[src/rtl/instr_encoder_pkg.sv]
// Shared definitions for the RV32I field-level encoder: format codes, opcodes,
// FSM states and the latched field bundle.
package instr_encoder_pkg;

    localparam logic [2:0] FMT_I = 3'b000;
    localparam logic [2:0] FMT_S = 3'b001;
    localparam logic [2:0] FMT_B = 3'b010;
    localparam logic [2:0] FMT_U = 3'b011;
    localparam logic [2:0] FMT_J = 3'b100;
    localparam logic [2:0] FMT_R = 3'b101;

    localparam logic [6:0] OP_R   = 7'b0110011;
    localparam logic [6:0] OP_I   = 7'b0010011;
    localparam logic [6:0] OP_S   = 7'b0100011;
    localparam logic [6:0] OP_B   = 7'b1100011;
    localparam logic [6:0] OP_LUI = 7'b0110111;
    localparam logic [6:0] OP_JAL = 7'b1101111;

    typedef enum logic [1:0] {
        ST_IDLE = 2'd0,
        ST_ENC  = 2'd1,
        ST_WR   = 2'd2,
        ST_FULL = 2'd3
    } state_e;

    typedef struct packed {
        logic [2:0]  fmt;
        logic [6:0]  opcode;
        logic [2:0]  funct3;
        logic [6:0]  funct7;
        logic [4:0]  rd;
        logic [4:0]  rs1;
        logic [4:0]  rs2;
        logic [31:0] imm;
    } fields_t;

endpackage

[src/rtl/instr_encoder_imm_pack.sv]
// Combinational packer: scatters the immediate and register fields into an
// RV32I word, the exact inverse of the immediate generator's gather.
module imm_pack
    import instr_encoder_pkg::*;
(
    input  fields_t     f,
    output logic [31:0] word,
    output logic        illegal
);

    always_comb begin
        word    = '0;
        illegal = 1'b0;
        case (f.fmt)
            FMT_R: word = {f.funct7, f.rs2, f.rs1, f.funct3, f.rd, f.opcode};
            FMT_I: word = {f.imm[11:0], f.rs1, f.funct3, f.rd, f.opcode};
            FMT_S: word = {f.imm[11:5], f.rs2, f.rs1, f.funct3, f.imm[4:0], f.opcode};
            FMT_B: begin
                word    = {f.imm[12], f.imm[10:5], f.rs2, f.rs1, f.funct3,
                           f.imm[4:1], f.imm[11], f.opcode};
                // Branch targets are halfword multiples; bit 0 has no slot.
                illegal = f.imm[0];
            end
            FMT_U: word = {f.imm[31:12], f.rd, f.opcode};
            FMT_J: begin
                word    = {f.imm[20], f.imm[10:1], f.imm[11], f.imm[19:12],
                           f.rd, f.opcode};
                illegal = f.imm[0];
            end
            default: illegal = 1'b1;
        endcase
    end

endmodule

[src/rtl/instr_encoder.sv]
// Field-bundle to instruction-memory loader: accept, encode, write at an
// auto-incrementing address, and stop when the memory window is full.
module instr_encoder
    import instr_encoder_pkg::*;
#(
    parameter int n      = 32,
    parameter int DEPTH  = 64,
    parameter int ADDR_W = 6
) (
    input  logic              clk,
    input  logic              rst,
    input  logic              flush,
    input  logic              in_valid,
    output logic              in_ready,
    input  logic [2:0]        fmt,
    input  logic [6:0]        opcode,
    input  logic [2:0]        funct3,
    input  logic [6:0]        funct7,
    input  logic [4:0]        rd,
    input  logic [4:0]        rs1,
    input  logic [4:0]        rs2,
    input  logic [n-1:0]      imm,
    output logic              wr_en,
    output logic [ADDR_W-1:0] wr_addr,
    output logic [n-1:0]      wr_data,
    output logic [ADDR_W:0]   count,
    output logic              full,
    output logic              err
);

    localparam logic [ADDR_W:0] LAST_SLOT = (ADDR_W+1)'(DEPTH - 1);

    state_e            state_q, state_d;
    fields_t           fields_q, fields_d;
    logic [n-1:0]      wr_data_q, wr_data_d;
    logic [ADDR_W-1:0] wr_addr_q, wr_addr_d;
    logic [ADDR_W:0]   count_q, count_d;
    logic              err_q, err_d;

    logic [31:0] enc_word;
    logic        enc_illegal;

    imm_pack u_imm_pack (
        .f       (fields_q),
        .word    (enc_word),
        .illegal (enc_illegal)
    );

    // Flush wins over a same-cycle handshake, so never advertise ready then.
    assign in_ready = (state_q == ST_IDLE) && !flush;
    assign wr_en    = (state_q == ST_WR);
    assign full     = (state_q == ST_FULL);
    assign wr_addr  = wr_addr_q;
    assign wr_data  = wr_data_q;
    assign count    = count_q;
    assign err      = err_q;

    always_comb begin
        state_d   = state_q;
        fields_d  = fields_q;
        wr_data_d = wr_data_q;
        wr_addr_d = wr_addr_q;
        count_d   = count_q;
        err_d     = 1'b0;
        case (state_q)
            ST_IDLE: begin
                if (in_valid && in_ready) begin
                    fields_d.fmt    = fmt;
                    fields_d.opcode = opcode;
                    fields_d.funct3 = funct3;
                    fields_d.funct7 = funct7;
                    fields_d.rd     = rd;
                    fields_d.rs1    = rs1;
                    fields_d.rs2    = rs2;
                    fields_d.imm    = imm;
                    state_d         = ST_ENC;
                end
            end
            ST_ENC: begin
                if (enc_illegal) begin
                    err_d   = 1'b1;
                    state_d = ST_IDLE;
                end else begin
                    wr_data_d = enc_word;
                    // The write pointer is the low bits of count; count never exceeds DEPTH.
                    wr_addr_d = count_q[ADDR_W-1:0];
                    state_d   = ST_WR;
                end
            end
            ST_WR: begin
                count_d = count_q + 1'b1;
                state_d = (count_q == LAST_SLOT) ? ST_FULL : ST_IDLE;
            end
            ST_FULL: state_d = ST_FULL;
            default: state_d = ST_IDLE;
        endcase
        if (flush) begin
            state_d   = ST_IDLE;
            count_d   = '0;
            wr_addr_d = '0;
            err_d     = 1'b0;
        end
    end

    always_ff @(posedge clk) begin
        if (rst) begin
            state_q   <= ST_IDLE;
            fields_q  <= '0;
            wr_data_q <= '0;
            wr_addr_q <= '0;
            count_q   <= '0;
            err_q     <= 1'b0;
        end else begin
            state_q   <= state_d;
            fields_q  <= fields_d;
            wr_data_q <= wr_data_d;
            wr_addr_q <= wr_addr_d;
            count_q   <= count_d;
            err_q     <= err_d;
        end
    end

endmodule

[config.mk]
export PLATFORM = sky130hd
export DESIGN_NAME = instr_encoder
export DESIGN_NICKNAME = d
export VERILOG_FILES = /design/src/rtl/instr_encoder_pkg.sv /design/src/rtl/instr_encoder_imm_pack.sv /design/src/rtl/instr_encoder.sv
export SDC_FILE = /design/constraint.sdc
export NUM_CORES = 1
export LEC_CHECK = 0
export ABC_CLOCK_PERIOD_IN_PS = 1500
export CORE_ASPECT_RATIO = 2
export CORE_MARGIN = 1
export CORE_UTILIZATION = 40
export CTS_CLUSTER_DIAMETER = 80
export DETAILED_ROUTE_END_ITERATION = 7
export PLACE_DENSITY = 0.79
export SLEW_MARGIN = 20
export SYNTH_ARGS = -nofsm -noshare
export SYNTH_HDL_FRONTEND = slang
export SYNTH_SLANG_ARGS = --single-unit
[constraint.sdc]
create_clock -name clk -period 1.5 [get_ports clk]
set_input_delay 0.15 -clock clk [delete_from_list [all_inputs] [get_ports clk]]
set_output_delay 0.15 -clock clk [all_outputs]
set_load 0.05 [all_outputs]
==> out/metrics.cfg <==
[status]
run_status=completed

[floorplanning]
die_height_um=155
chipWidth_um=78.5
core-area_um2=11400
start_util_pct=41.2
die_area_um2=12200
ios=120
rows=55

[setup_path]
cp_max_fo=10
arrival_ns=1.78
critPathRequiredTime_ns=1.79
r2r.worst_path.cells=5
endpoint=wr_data[7]
rr_startpoint=fields_q[65]
r2r-end=wr_data[7]
slowest_delay_ns=0.35
critical_path_class=flip-flop to flip-flop
crit_chain=buf_6 > mux2_2 > a22o_1 > a22oi_1 > a21oi_1
crit_path_start=fields_q[65]
critPathLaunchType=flip-flop
r2r_setup_slack_ns=0.01
critical-path-slowest-cell=dfxtp_2
crit_path_end_kind=flip-flop

[grt]
grt_pass1_vias=4637
antenna_found_initial=1
grt_first_pass_wirelength_mm=21.9
grt_max_degree=75
grt.overflow.total=0
grt_usage_pct=23.4

[cells_and_area]
final_cell_mix=nand2_1, dfxtp_1, a21oi_1
drive_above_1_share_pct=24.0
syn_to_final_growth_pct=49.3
final_util_pct=61.5
fin_nets=763
stdcell_count=847
stdcell_area_um2=6980
layout_commonest_cell=nand2_1

[logic_synthesis]
synth_warnings=0
synth_edf_count=0
syn_nets=632
synthArstFlopShare_pct=0
netlist-cell-type-count=44
syn_inst=560
synth-seq-cells=115
syn_area_um2=4680
synth_top_flop_cell=dfxtp_1
yosysSeqAreaShare_pct=49.2
avgSynthCellArea_um2=8.35

[cts]
path_clk_slew_ns=0.05
clk_path_buf_depth=2
cts_tree=done
cts_buffers=17
cts_sinks=115
cts-root-buf=clkbuf_16
clkLatencyLatePin_ns=0.41
htreeDepth=4

[place]
dpl.hpwl_mm=9.86
post-place-cells=804
port_buffers=119
gp_congestion=0.921
post_dp_cell_area_um2=6050
place_ws_ns=-0.136

[timing]
fin_hold_ws_ns=0.274
period_share_pct=99.3
setup_viol=0
worstMarginPinSlew_ns=0.739
post-route-min-period_ns=1.49
fin_skew_ns=0.00851
finalHoldViolations=0
drv_slew=0
timing.slew.headroom_pct=50.7
final.setup.tns_ns=0
max_freq_mhz=671
finalWorstSetupSlack_ns=0.0105

[routing]
routed.top_layer=met4
ant_nets=0
first_pass_iters=5
route.detailed.drc=0
wl_met2_mm=7.90
route.vias.total=4754
wl_met3_um=817
drt_iter0_drc=278
m1WireLength_mm=4.94
vias_per_cell=5.61
routed_wl_mm=14.5
wire_per_inst_um=17.1

[pwr]
power_switching_share_pct=24.7
p_comb_share_pct=13.2
p_leak_nw=2.63
clock_power_share_pct=47.6
power_mw=8.45
power.switching_mw=2.09
p_seq_share_pct=39.2
p_int_mw=6.36
max-vdd-ir-drop_uv=967
powerDensity_nw_per_um2=1210

[flow_run]
drv_cap=0

[hold_path]
hold_path.class=primary input to flip-flop
worstHoldStart=rst

-- layout make-up --
| class | count | area [um^2] |
|---|---|---|
| clock inverter | 8 | 97.6 |
| tap | 142 | 178 |
| sequential | 115 | 2320 |
| fill | 940 | 4370 |
| antenna | 1 | 2.50 |
| multi-input combinational | 397 | 2310 |
| inverter | 2 | 11.3 |
| timing repair buffer | 158 | 1560 |
| clock buffer | 24 | 503 |
-- Yosys cell counts (all sizes together) (2+ instances only) --
cell	n	area share, %
nor2b	9	1.3
nand4	2	0.59
a22o	6	1.1
o221ai	6	1.1
o21ai	22	2.4
a22oi	13	2.1
dfxtp	115	49
a222oi	4	0.86
and2	3	0.40
nand2b	3	0.40
o21a	2	0.32
o22ai	6	0.80
mux2i	3	0.64
nand2	146	12
clkinv	2	0.16
clkbuf	19	1.5
o31ai	32	5.1
a21oi	102	11
nor3	8	1.7
nor2	11	0.88
and3b	2	0.37
xor2	5	0.94
buf	27	3.1
-- registers in the layout, summed over array words and instances, names as in the netlist --
signal    flops
wr_addr       6
wr_data      32
fields_q     67
err           1
count         7
state_q       2
-- worst min path at each step --
stage	to	slack [ns]	depth (start not counted)
4_1_cts	wr_data[13]	0.26	4
3_3_place_gp	fields_q[38]	0.44	2
5_1_grt	fields_q[56]	0.29	3
2_1_floorplan	fields_q[57]	0.29	2
3_5_place_dp	fields_q[19]	0.45	2
6_report	state_q[0]	0.27	3
-- worst max-delay path: cells and delay by family (launching register included) --
kind | cells | cell delay [ns]
AOI/OAI and AO/OA | 3 | 0.52
DFF | 1 | 0.35
muxes | 1 | 0.34
buffers and inverters | 1 | 0.15
-- kinds of logic (layout without fill, tap and decap cells) --
family,Yosys count,after routing,synth area share (%)
xor+xnor,6,6,1.12
flops,115,115,49.2
mux,4,4,0.883
buf+inv,48,192,4.79
fa+ha+maj,1,1,0.268
simple gates,187,187,17.8
other cells,0,1,0
compound gates,199,199,25.9
-- power by group through the flow --
stage | clock network (mW) | registers (mW) | logic, mW
global route | 4.21 | 3.32 | 1.19
finish | 4.02 | 3.31 | 1.12
floorplan | 0 | 3.51 | 0.404
detailed placement | 0 | 3.36 | 1.01
global placement | 0 | 3.35 | 0.996
CTS | 4.05 | 3.30 | 1.03
-- per-layer routing --
layer,GRT usage [%],vias to the layer above
met2,42.6,243
met1,23.8,2230
met4,15.9,0
met3,4.11,58
met5,0,-
li1,-,2223
-- timing repair --
action,CTS,global route
setup buffers,0,7
hold buffers,0,0
resized for setup,8,40
pin swaps,0,8
endpoints found under the setup margin,14,34
gates cloned,0,4
Power figures use the tool's default switching activity.
